**config.mk**
```make
export PLATFORM = sky130hd
export DESIGN_NAME = flash_read_ctrl
export DESIGN_NICKNAME = d
export VERILOG_FILES = /design/src/rtl/flash_read_ctrl.sv
export SDC_FILE = /design/constraint.sdc
export NUM_CORES = 1
export LEC_CHECK = 0
export BUFFER_PORTS_ARGS = -buffer_cell sky130_fd_sc_hd__buf_2
export CORE_UTILIZATION = 40
export DETAILED_ROUTE_END_ITERATION = 8
export PLACE_DENSITY = 0.76
export REMOVE_ABC_BUFFERS = 1
export SETUP_SLACK_MARGIN = 0.5
export SLEW_MARGIN = 20
export SYNTH_ARGS = -nofsm -noshare
export SYNTH_HDL_FRONTEND = slang
export SYNTH_SLANG_ARGS = --single-unit
```
**constraint.sdc**
```tcl
create_clock -name clk -period 2.8 [get_ports clk]
set_input_delay 0 -clock clk [delete_from_list [all_inputs] [get_ports clk]]
set_output_delay 0 -clock clk [all_outputs]
set_load 0.01 [all_outputs]
```
**src/rtl/flash_read_ctrl.sv**
```systemverilog
// Single-word Avalon-MM flash reader feeding the playback FSM: each request
// reads the current word, and every second read steps the address with wrap.
module flash_read_ctrl #(
  parameter int                 ADDR_W   = 23,
  parameter logic [ADDR_W-1:0]  MIN_ADDR = 23'h000000,
  parameter logic [ADDR_W-1:0]  MAX_ADDR = 23'h1FFFFF
) (
  input  logic              clk,
  input  logic              rst_n,
  input  logic              read_start,
  input  logic              back_mode,
  input  logic              restart,
  output logic              flash_read,
  output logic [ADDR_W-1:0] flash_address,
  input  logic              flash_waitrequest,
  input  logic              flash_readdatavalid,
  input  logic [31:0]       flash_readdata,
  output logic [31:0]       data_out,
  output logic              read_finish,
  output logic              is_first
);

  typedef enum logic [1:0] {IDLE, ISSUE, WAIT_VALID, DONE} state_t;

  state_t            state, state_nxt;
  logic              restart_pend;
  logic [ADDR_W-1:0] restart_addr;
  logic [ADDR_W-1:0] step_addr;

  assign restart_addr = back_mode ? MAX_ADDR : MIN_ADDR;

  always_comb begin
    if (back_mode) step_addr = (flash_address == MIN_ADDR) ? MAX_ADDR : flash_address - 1'b1;
    else           step_addr = (flash_address == MAX_ADDR) ? MIN_ADDR : flash_address + 1'b1;
  end

  // NOTE: sequential state uses non-blocking assignments so every flop
  // samples pre-edge values regardless of process ordering.
  always_ff @(posedge clk or negedge rst_n) begin
    if (!rst_n) state <= IDLE;
    else        state <= state_nxt;
  end

  // NOTE: every output of this block gets a default first; a path that left
  // one unassigned would infer a latch.
  always_comb begin
    state_nxt   = state;
    flash_read  = 1'b0;
    read_finish = 1'b0;
    unique case (state)
      IDLE:       if (read_start) state_nxt = ISSUE;
      ISSUE: begin
        flash_read = 1'b1;
        if (!flash_waitrequest) state_nxt = WAIT_VALID;
      end
      WAIT_VALID: if (flash_readdatavalid) state_nxt = DONE;
      DONE: begin
        read_finish = 1'b1;
        state_nxt   = IDLE;
      end
      default:    state_nxt = IDLE;
    endcase
  end

  // Address and is_first hold steady across a transaction; they move only
  // in IDLE (restart) or on the DONE commit.
  always_ff @(posedge clk or negedge rst_n) begin
    if (!rst_n) begin
      flash_address <= MIN_ADDR;
      is_first      <= 1'b0;
      restart_pend  <= 1'b0;
      data_out      <= '0;
    end else begin
      unique case (state)
        IDLE: begin
          if (restart) begin
            flash_address <= restart_addr;
            is_first      <= 1'b0;
          end
        end
        ISSUE: begin
          if (restart) restart_pend <= 1'b1;
        end
        WAIT_VALID: begin
          if (restart)             restart_pend <= 1'b1;
          if (flash_readdatavalid) data_out     <= flash_readdata;
        end
        DONE: begin
          // A restart seen in DONE itself is folded straight into this commit.
          restart_pend <= 1'b0;
          if (restart_pend || restart) begin
            flash_address <= restart_addr;
            is_first      <= 1'b0;
          end else if (!is_first) begin
            is_first <= 1'b1;
          end else begin
            is_first      <= 1'b0;
            flash_address <= step_addr;
          end
        end
        default: ;
      endcase
    end
  end

endmodule
```
After elaboration in Yosys (flattened, before gate mapping)
Index checks and enable logic that the tools add are counted.
- $add $sub $neg: 2
- equality and inequality tests: 10
- multiplexer cells: 20
- reductions and logical operators: 11
- operators by type and width (kind ; count):
    two-way mux 23 bit ; 6
    case mux 23 bit (2 select lines) ; 1
    adder 23 x 1 -> 23 bit, second input constant ; 1
    equality test 23 x 21 -> 1 bit, second input constant ; 1
    zero test 23 bit ; 1
    subtractor 23 x 1 -> 23 bit, second input constant ; 1
    two-way mux 21 bit ; 1
    inequality test 2 bit, second input constant ; 4
    case mux 2 bit (4 select lines) ; 1
    two-way mux 1 bit ; 6
    two-way mux 2 bit ; 3
    AND reduction 2 bit ; 3
    AND reduction 3 bit ; 2
    equality test 2 bit, second input constant ; 2
    case mux 1 bit (2 select lines) ; 2
    nonzero test 2 bit ; 2
    inequality test 3 bit, second input constant ; 1
    equality test 2 x 1 -> 1 bit, second input constant ; 1
    zero test 2 bit ; 1
    inequality test 2 x 1 -> 1 bit, second input constant ; 1
    OR reduction 2 bit ; 1
    logical OR 1 bit ; 1
- register bits: 59
- output and inout bits: 58
- logic and storage cells: 48

Depth between registers and ports, before layout
Gate-level depths: netlist of the first run.
- word-level depth: 6
- gate-level depth with buffers: 9
- depth with buffers taken out: 8

Least setup slack after synthesis of the first run
Ideal clock, no wire load.
- path type: register to register
- start: register flash_address[14]
- end: register flash_address[21]
- arrival: 2.587 ns
- required time: 2.678 ns
- path slack: 0.091 ns
- cell stages (with the launch flop): 9
- path buffers: 2
- clock period less this slack: 2.709 ns
- cell sequence: dfrtp_1 buf_6 or4_4 or4_1 buf_2 or4_1 a31oi_1 o22ai_1 a32o_1
- cells in the longest elaborated chain, start to end: 6
- elaborated cells on any way between the ends: 10
- classes of those cells: add/sub (2); eq/ne (1); mux (6); reduce/logical (1)
- RTL lines (what ; RTL line ; source):
    from (decl) ; 14 ; output logic [ADDR_W-1:0] flash_address,
    from (signal assigned) ; 77 ; flash_address <= restart_addr;
    from (signal assigned) ; 92 ; flash_address <= restart_addr;
    from (signal assigned) ; 98 ; flash_address <= step_addr;
    adder 23 x 1 -> 23 bit, or another cell as far along ; 34 ; else step_addr = (flash_address == MAX_ADDR) ? MIN_ADDR : flash_address + 1'b1;
    two-way mux 23 bit, on equally long branches ; 34, 33 ;
    two-way mux 23 bit * ; 33 ; if (back_mode) step_addr = (flash_address == MIN_ADDR) ? MAX_ADDR : flash_address - 1'b1;
    two-way mux 23 bit * ; 94 ; end else if (!is_first) begin
    two-way mux 23 bit * ; 91 ; if (restart_pend || restart) begin
    case mux 23 bit (2 select lines) * ; 74 ; unique case (state)
Mark *: on every way between the ends. The rest lies on a longest branch, timed or not. The select of a mux whose other input is x is not followed.
A chain may end at the register's enable or synchronous reset.

Worst setup path in the final report of the first run
Same ends and word-level chain as after synthesis.

==> summary.md, run 1 <==
| Metric | Value |
|---|---|
| Port bufs | `96` |
| Worst reg2reg startpoint | `flash_address[14]$_DFFE_PN0P_` |
| EDFF count, synth | `0` |
| Syn_area_per_cell | `around 9.8 um2` |
| FMAX | `388 MHz` |
| Critical Path RT | `slightly above 3 ns` |
| Pins Over Slew Limit | `0` |
| Rows | `34` |
| Min setup slack post-route | `0.225 ns` |
| Final hold violations | `0` |
| ANT nets after route | `0` |
| Synth cell types | `just under 70` |
| Ys async rst share | `100%` |
| Area share of the largest cell type after synthesis | `40.7%` |
| Starting Density | `41.4%` |
| Setup TNS | `0 ns` |
| Final Setup Violations | `0` |
| Sequential fraction of the synthesis area | `40.7%` |
| Synth area leader | `dfrtp_1` |
| Fin cells | `647` |
| Worst r2r dst | `flash_address[21]$_DFFE_PN0P_` |
| Synth cell count leaders | `dfrtp_1, mux2_2, a21oi_1` |
| Lkg Pwr | `2.24 nW` |
| Core ar. | `0.00876 mm2` |
| Leading cell types by total area after synthesis | `dfrtp_1, mux2_2, a21oi_1` |
| Most used cell, CP | `or4_4` |
| Top_reg_cell synth | `dfrtp_1` |
| CP max stage cell | `or4_4` |
| Fin nets | `580` |
| First-pass GRT wire length | `between 15000 and 20000 um` |
| Synth Warn # | `0` |
| Wire length per cell | `around 19 um` |
| Clk_lat worst skew | `0.34 ns` |
| RSZ-0062 raised after global routing | `true` |
| Layout Area Growth over Synthesis | `43.6%` |
| Vias per cell | `6.02` |
| Gr usage total | `around a quarter` |
| Setup WS pre-CTS | `between 0.08 and 0.09 ns` |
| Reg2reg setup slack | `0.22 ns` |
| Critical path endpoint category | `flip-flop` |
| Detail Placement HPWL | `between 7000 and 8000 um` |
| CTS Sinks | `59` |
| Tmin final | `roughly 2.6 ns` |
| Worst-path clk slew | `0.08 ns` |
| Hold Crit Start | `flash_waitrequest` |
| Status | `finished clean` |
| Die area | `0.00945 mm2` |
| Cell Area, Placed | `0.00432 mm2` |
| Peak supply drop | `593 uV` |
| Max incr delay on CP | `0.55 ns` |
| Worst Hold Path EP | `state[0]$_DFFE_PN0P_` |
| WL final | `12000 um` |
| Buf/Inv on CP | `0` |
| Largest net degree at the start of global routing | `40` |
| Root Driver | `clkbuf_8` |
| Pwr Density | `1080 mW/mm2` |
| Final RePlAce weighted congestion | `0.895` |
| Cell with the most instances after synthesis | `dfrtp_1` |
| HP Class | `primary input to flip-flop` |
| Tot Pwr | `roughly 5.6 mW` |
| Final Cycle Share | `between 90% and 100%` |
| Top delay family on crit path | `simple AND/OR/NAND/NOR gates` |
| Startpoint Class | `flip-flop` |
| H-tree depth | `3` |
| Antenna cells | `0` |
| Die X | `just under 100 um` |
| Slew at the pin closest to its max-slew limit | `0.600 ns` |
| Congestion Overflow GR | `0` |
| Design Area, Final | `0.00521 mm2` |
| Via Count | `about 3.9k` |
| Final Util | `just under 60%` |
| Layout cell share with drive strength beyond 1 | `44.5%` |
| Die Span Y | `97.2 um` |
| DRT Pass-1 Iters | `5` |
| Synthesized cell area | `around 0.0036 mm2` |
| Reg2Reg Depth | `6` |
| Clock Skew | `between 0.008 and 0.009 ns` |
| Vias in the first global route | `3825` |
| Worst-path fanout max | `4` |
| Max_slew headroom | `roughly three fifths` |
| Critical path class | `flip-flop to flip-flop` |
| Worst Path Arrival | `approximately 2.8 ns` |
| DP Cell Count | `between 500 and 600` |
| Yosys reg bits | `59` |
| Starting DRT DRC Count | `390` |
| Longest Clk Path Bufs | `2` |
| Cell chain of the critical path | `or4_4 -> or4_4 -> or4_1 -> a31oi_1 -> o22ai_1 -> a32o_1` |
| Hold WS | `0.0149 ns` |
| Post-Synthesis Cells | `approximately 370` |
| CTS buffer count | `9` |
| Io pins | `97` |
| Max-Cap Viols | `0` |
| WHS Path Cells | `4` |
| CTS tree | `yes` |
| DRC errors left | `0` |
| Initial antenna violation count | `0` |
-- final cells by class --
cell class,instances,area [um2]
clock inverters,6,113
well taps,108,135
flip-flops and latches,59,1480
fillers,741,3550
multi-input cells,274,2100
repair buffers,178,1200
clock buffers,10,138
inverters,12,45.0
-- logic make-up (layout without fill, tap and decap cells) --
| logic type | count (synthesis) | count (layout) | share of synthesized area, % |
|---|---|---|---|
| adder cells (fa/ha/maj) | 7 | 7 | 2.41 |
| multiplexers | 35 | 35 | 10.8 |
| buffers and inverters | 38 | 206 | 6.24 |
| AND/OR/NAND/NOR | 126 | 126 | 19.5 |
| XOR/XNOR | 9 | 9 | 2.17 |
| flip-flops | 59 | 59 | 40.7 |
| AO/OA/AOI/OAI | 97 | 97 | 18.2 |
-- worst max-delay path by stage --
stage,start,end,slack (ns),cells past startpoint
2_1_floorplan,flash_address[14]$_DFFE_PN0P_,flash_address[21]$_DFFE_PN0P_,0.11,6
3_3_place_gp,flash_address[1]$_DFFE_PN0P_,flash_address[4]$_DFFE_PN0P_,0.15,7
3_5_place_dp,flash_address[1]$_DFFE_PN0P_,flash_address[4]$_DFFE_PN0P_,0.09,7
4_1_cts,flash_address[14]$_DFFE_PN0P_,flash_address[21]$_DFFE_PN0P_,0.29,6
5_1_grt,flash_address[14]$_DFFE_PN0P_,flash_address[21]$_DFFE_PN0P_,0.17,6
6_report,flash_address[14]$_DFFE_PN0P_,flash_address[21]$_DFFE_PN0P_,0.22,6
-- routing by layer --
layer / wire (um) / GRT usage [%] / vias to the layer above / share of wire, %
met2: 6100 / 43.8 / 226 / 51
met5: 0 / 0 / - / 0
met4: 435 / 12.2 / 0 / 3.6
li1: - / - / 1729 / -
met1: 4560 / 29.8 / 1896 / 38
met3: 933 / 5.40 / 47 / 7.8
-- placed cells by master (no fill, tap or decap), types with 3 or more instances in the layout --
cell type | Yosys | routed
a21oi_1 | 26 | 18
a21oi_2 | 1 | 7
a311o_1 | 3 | 3
a31oi_1 | 3 | 3
and3_1 | 8 | 6
buf_2 | 2 | 96
buf_4 | 0 | 43
buf_6 | 4 | 5
bufinv_16 | 0 | 3
clkbuf_8 | 3 | 10
dfrtp_1 | 59 | 58
dlygate4sd3_1 | 0 | 33
ha_1 | 7 | 5
inv_1 | 11 | 11
mux2_2 | 34 | 34
nand2_1 | 15 | 13
nand3_1 | 18 | 16
nand4_1 | 5 | 5
nor2_1 | 21 | 21
nor3_1 | 20 | 20
nor3b_1 | 5 | 4
nor4_1 | 9 | 6
nor4_2 | 2 | 5
o21ai_0 | 17 | 15
o21ai_1 | 11 | 12
o221ai_1 | 4 | 3
o22ai_1 | 4 | 4
or3_1 | 5 | 4
or4_1 | 4 | 3
xnor2_1 | 6 | 6
xor2_1 | 3 | 3
-- worst register-to-register path: cells and delay by family, from the launching register on --
kind	cells	cell delay, ns
DFF	1	0.38
and+or+nand+nor	3	1.51
AOI/OAI and AO/OA	3	0.58
-- registers in the layout, indices dropped and copies added (netlist names) --
name and cells:
is_first 1, state 2, flash_address 23, restart_pend 1, data_out 32
-- repair_timing --
action | CTS | global route
resized for setup | 33 | 14
endpoints found under the setup margin | 23 | 23
pin swaps | 17 | 8
setup buffers | 12 | 3
cloned | 0 | 0
endpoints found under the hold margin | 52 | 0
hold buffers | 33 | 0
-- power by group --
part | leakage [nW] | internal (mW) | switching (mW)
logic | 1.42 | 1.37 | 1.71
registers | 0.700 | 1.28 | 0.275
clock network | 0.126 | 0.617 | 0.377
total | 2.24 | 3.26 | 2.37
Power figures use the tool's default switching activity.
==> run 2, diff against run 1 <==
--- a/config.mk
+++ b/config.mk
@@ -6,6 +6,7 @@
 export NUM_CORES = 1
 export LEC_CHECK = 0
 export BUFFER_PORTS_ARGS = -buffer_cell sky130_fd_sc_hd__buf_2
+export CORE_ASPECT_RATIO = 0.9
 export CORE_UTILIZATION = 40
 export DETAILED_ROUTE_END_ITERATION = 8
 export PLACE_DENSITY = 0.76
==> run 2 against run 1 <==
Power rose by 2.3%. Sequential power up 6%. Critical path depth did not move. Largest power group unchanged. Maximum frequency down 4.1%. Final cell count increased by 1.2%. Count of clock-buffer cells in the layout unchanged. Largest cell class unchanged. Clock power hardly changed. First-iteration DRC count increased by 81%. Wire length grew 8.9%. Clock skew rose by 0.0037 ns. Core utilization is 1.4 points higher.
==> summary.md, run 2 (synthesis gave the netlist of run 1 again) <==
| Metric | Value |
|---|---|
| Status | `finished clean` |
| CTS tree | `yes` |
| First-pass GRT wire length | `between 15000 and 20000 um` |
| Vias in the first global route | `3922` |
| Final Cycle Share | `95.9%` |
| ANT nets after route | `0` |
| Most common cell after layout, fill and taps aside | `buf_2` |
| Clock Skew | `0.0127 ns` |
| Setup WS pre-CTS | `-0.0000522 ns` |
| Final hold violations | `0` |
| Congestion Overflow GR | `0` |
| Tot Pwr | `5.76 mW` |
| Max-Cap Viols | `0` |
| Lkg Pwr | `between 2 and 2.5 nW` |
| M3 GR Usage | `~7%` |
| Critical path class | `flip-flop to flip-flop` |
| Commonest non-fill, non-tap cells in the layout | `buf_2, dfrtp_1, buf_4` |
| Clk_lat worst skew | `0.35 ns` |
| CTS buffer count | `9` |
| DP Cell Count | `588` |
| H-tree depth | `3` |
| Reg with most FFs | `data_out` |
| Core ar. | `between 0.008 and 0.009 mm2` |
| CTS Sinks | `just under 60` |
| Die Span Y | `92.3 um` |
| Wire length per cell | `roughly 20 um` |
| WL final | `13100 um` |
| Cell chain of the critical path | `or4_4 -> or4_4 -> or4_4 -> a31oi_4 -> o22ai_1 -> a32o_1` |
| Switching share of power | `a little over two fifths` |
| Vias per cell | `6.11` |
| Cell Area, Placed | `about 0.0043 mm2` |
| Detail Placement HPWL | `7500 um` |
| Layout Area Growth over Synthesis | `45.8%` |
| Comb pwr share | `54.0%` |
| Critical path endpoint category | `flip-flop` |
| Top Usage Layer GRT | `met2` |
| Pins Over Slew Limit | `0` |
| Fin nets | `577` |
| Met2 Usage GRT | `45.0%` |
| Worst reg2reg startpoint | `flash_address[14]$_DFFE_PN0P_` |
| Initial antenna violation count | `0` |
| Port bufs | `96` |
| Io pins | `97` |
| DRC errors left | `0` |
| DRT Pass-1 Iters | `6` |
| Top delay family on crit path | `simple AND/OR/NAND/NOR gates` |
| Worst-path fanout max | `4` |
| Peak supply drop | `460 uV` |
| Worst Path Arrival | `around 2.9 ns` |
| Longest Clk Path Bufs | `2` |
| Worst-path clk slew | `approximately 0.070 ns` |
| Layout cell share with drive strength beyond 1 | `about 47%` |
| Min setup slack post-route | `0.116 ns` |
| Final Setup Violations | `0` |
| Pwr Density | `1090 mW/mm2` |
| Starting DRT DRC Count | `707` |
| HP Class | `primary input to flip-flop` |
| Flop pwr share | `28.6%` |
| Antenna cells | `0` |
| Crit. Startpoint | `flash_address[14]$_DFFE_PN0P_` |
| Via Count | `roughly 4k` |
| RSZ-0062 raised after global routing | `true` |
| Most used cell, CP | `or4_4` |
| Die area | `0.00945 mm2` |
| Max_slew headroom | `between 50% and 60%` |
| FMAX | `373 MHz` |
| Max incr delay on CP | `between 0.5 and 0.6 ns` |
| Root Driver | `clkbuf_8` |
| Die X | `102 um` |
| Largest net degree at the start of global routing | `35` |
| Buf/Inv on CP | `0` |
| Rows | `32` |
| Starting Density | `41.7%` |
| M1 GR Usage | `34.1%` |
| Hold Crit Start | `restart` |
| Slew at the pin closest to its max-slew limit | `~0.62 ns` |
| Hold WS | `0.0192 ns` |
| CP max stage cell | `or4_4` |
| Reg2reg setup slack | `0.12 ns` |
| Setup TNS | `0 ns` |
| Critical Path RT | `between 3 and 4 ns` |
| Tmin final | `2.68 ns` |
| Startpoint Class | `flip-flop` |
| Switch Pwr | `around 2.5 mW` |
| Final Util | `between 60% and 70%` |
| Design Area, Final | `roughly 0.0053 mm2` |
| P_int | `3.27 mW` |
| Gr usage total | `approximately 28%` |
| Final RePlAce weighted congestion | `0.919` |
| Fin cells | `between 600 and 700` |
| Top flop regs | `data_out x32, flash_address x23, state x2` |
| Largest register FFs | `32` |
| Clock network power share | `between 10% and 20%` |
## run 2: cell count changes in the layout (fill, tap and decap cells not counted), sizes merged
cell,before,now
buf,145,141
clkinv,4,2
clkinvlp,0,1
inv,11,12
o41a,1,2
## run 2: worst paths after layout
check,end,cells past startpoint
worst max register to register,flash_address[21]$_DFFE_PN0P_,6
max in group asynchronous,flash_address[0]$_DFFE_PN0P_,3
min in group asynchronous,data_out[20]$_DFFE_PN0P_,2
worst min-delay path,is_first$_DFFE_PN0P_,3
worst max-delay path,flash_address[21]$_DFFE_PN0P_,6
worst min register to register,data_out[12]$_DFFE_PN0P_,1
## run 2: layout make-up
type	count	area [um2]
Fill cell	692	3400
Clock inverter	6	111
Multi-Input combinational cell	275	2200
Timing Repair Buffer	174	1160
Inverter	12	45.0
Clock buffer	10	138
Tap cell	119	149
Sequential cell	59	1480
## run 2: what timing repair did
item / CTS / global route
setup endpoints to repair: 23 / 23
hold endpoints to repair: 57 / 0
hold buffers: 33 / 0
gates cloned: 1 / 0
setup buffers: 10 / 7
pin swaps: 17 / 15
gates resized for setup: 35 / 26
## run 2: worst min-delay path, delay by kind of cell
kind / cells / cell delay, ns
AOI/OAI and AO/OA: 1 / 0.07
buffers and inverters: 1 / 0.14
and+or+nand+nor: 1 / 0.11
## run 2: power by group through the flow
stage	sequential (mW)	clock [mW]	combinational (mW)
finish	1.64	1.00	3.11
floorplan	1.90	0	1.27
CTS	1.59	1.01	2.89
global route	1.69	1.05	3.35
detailed placement	1.59	0	2.68
global placement	1.56	0	2.61
## run 2: layer usage
layer / routed length (um) / vias up
li1: - / 1722
met1: 4870 / 1915
met2: 6460 / 291
met3: 1150 / 77
met4: 623 / 0
met5: 0 / -
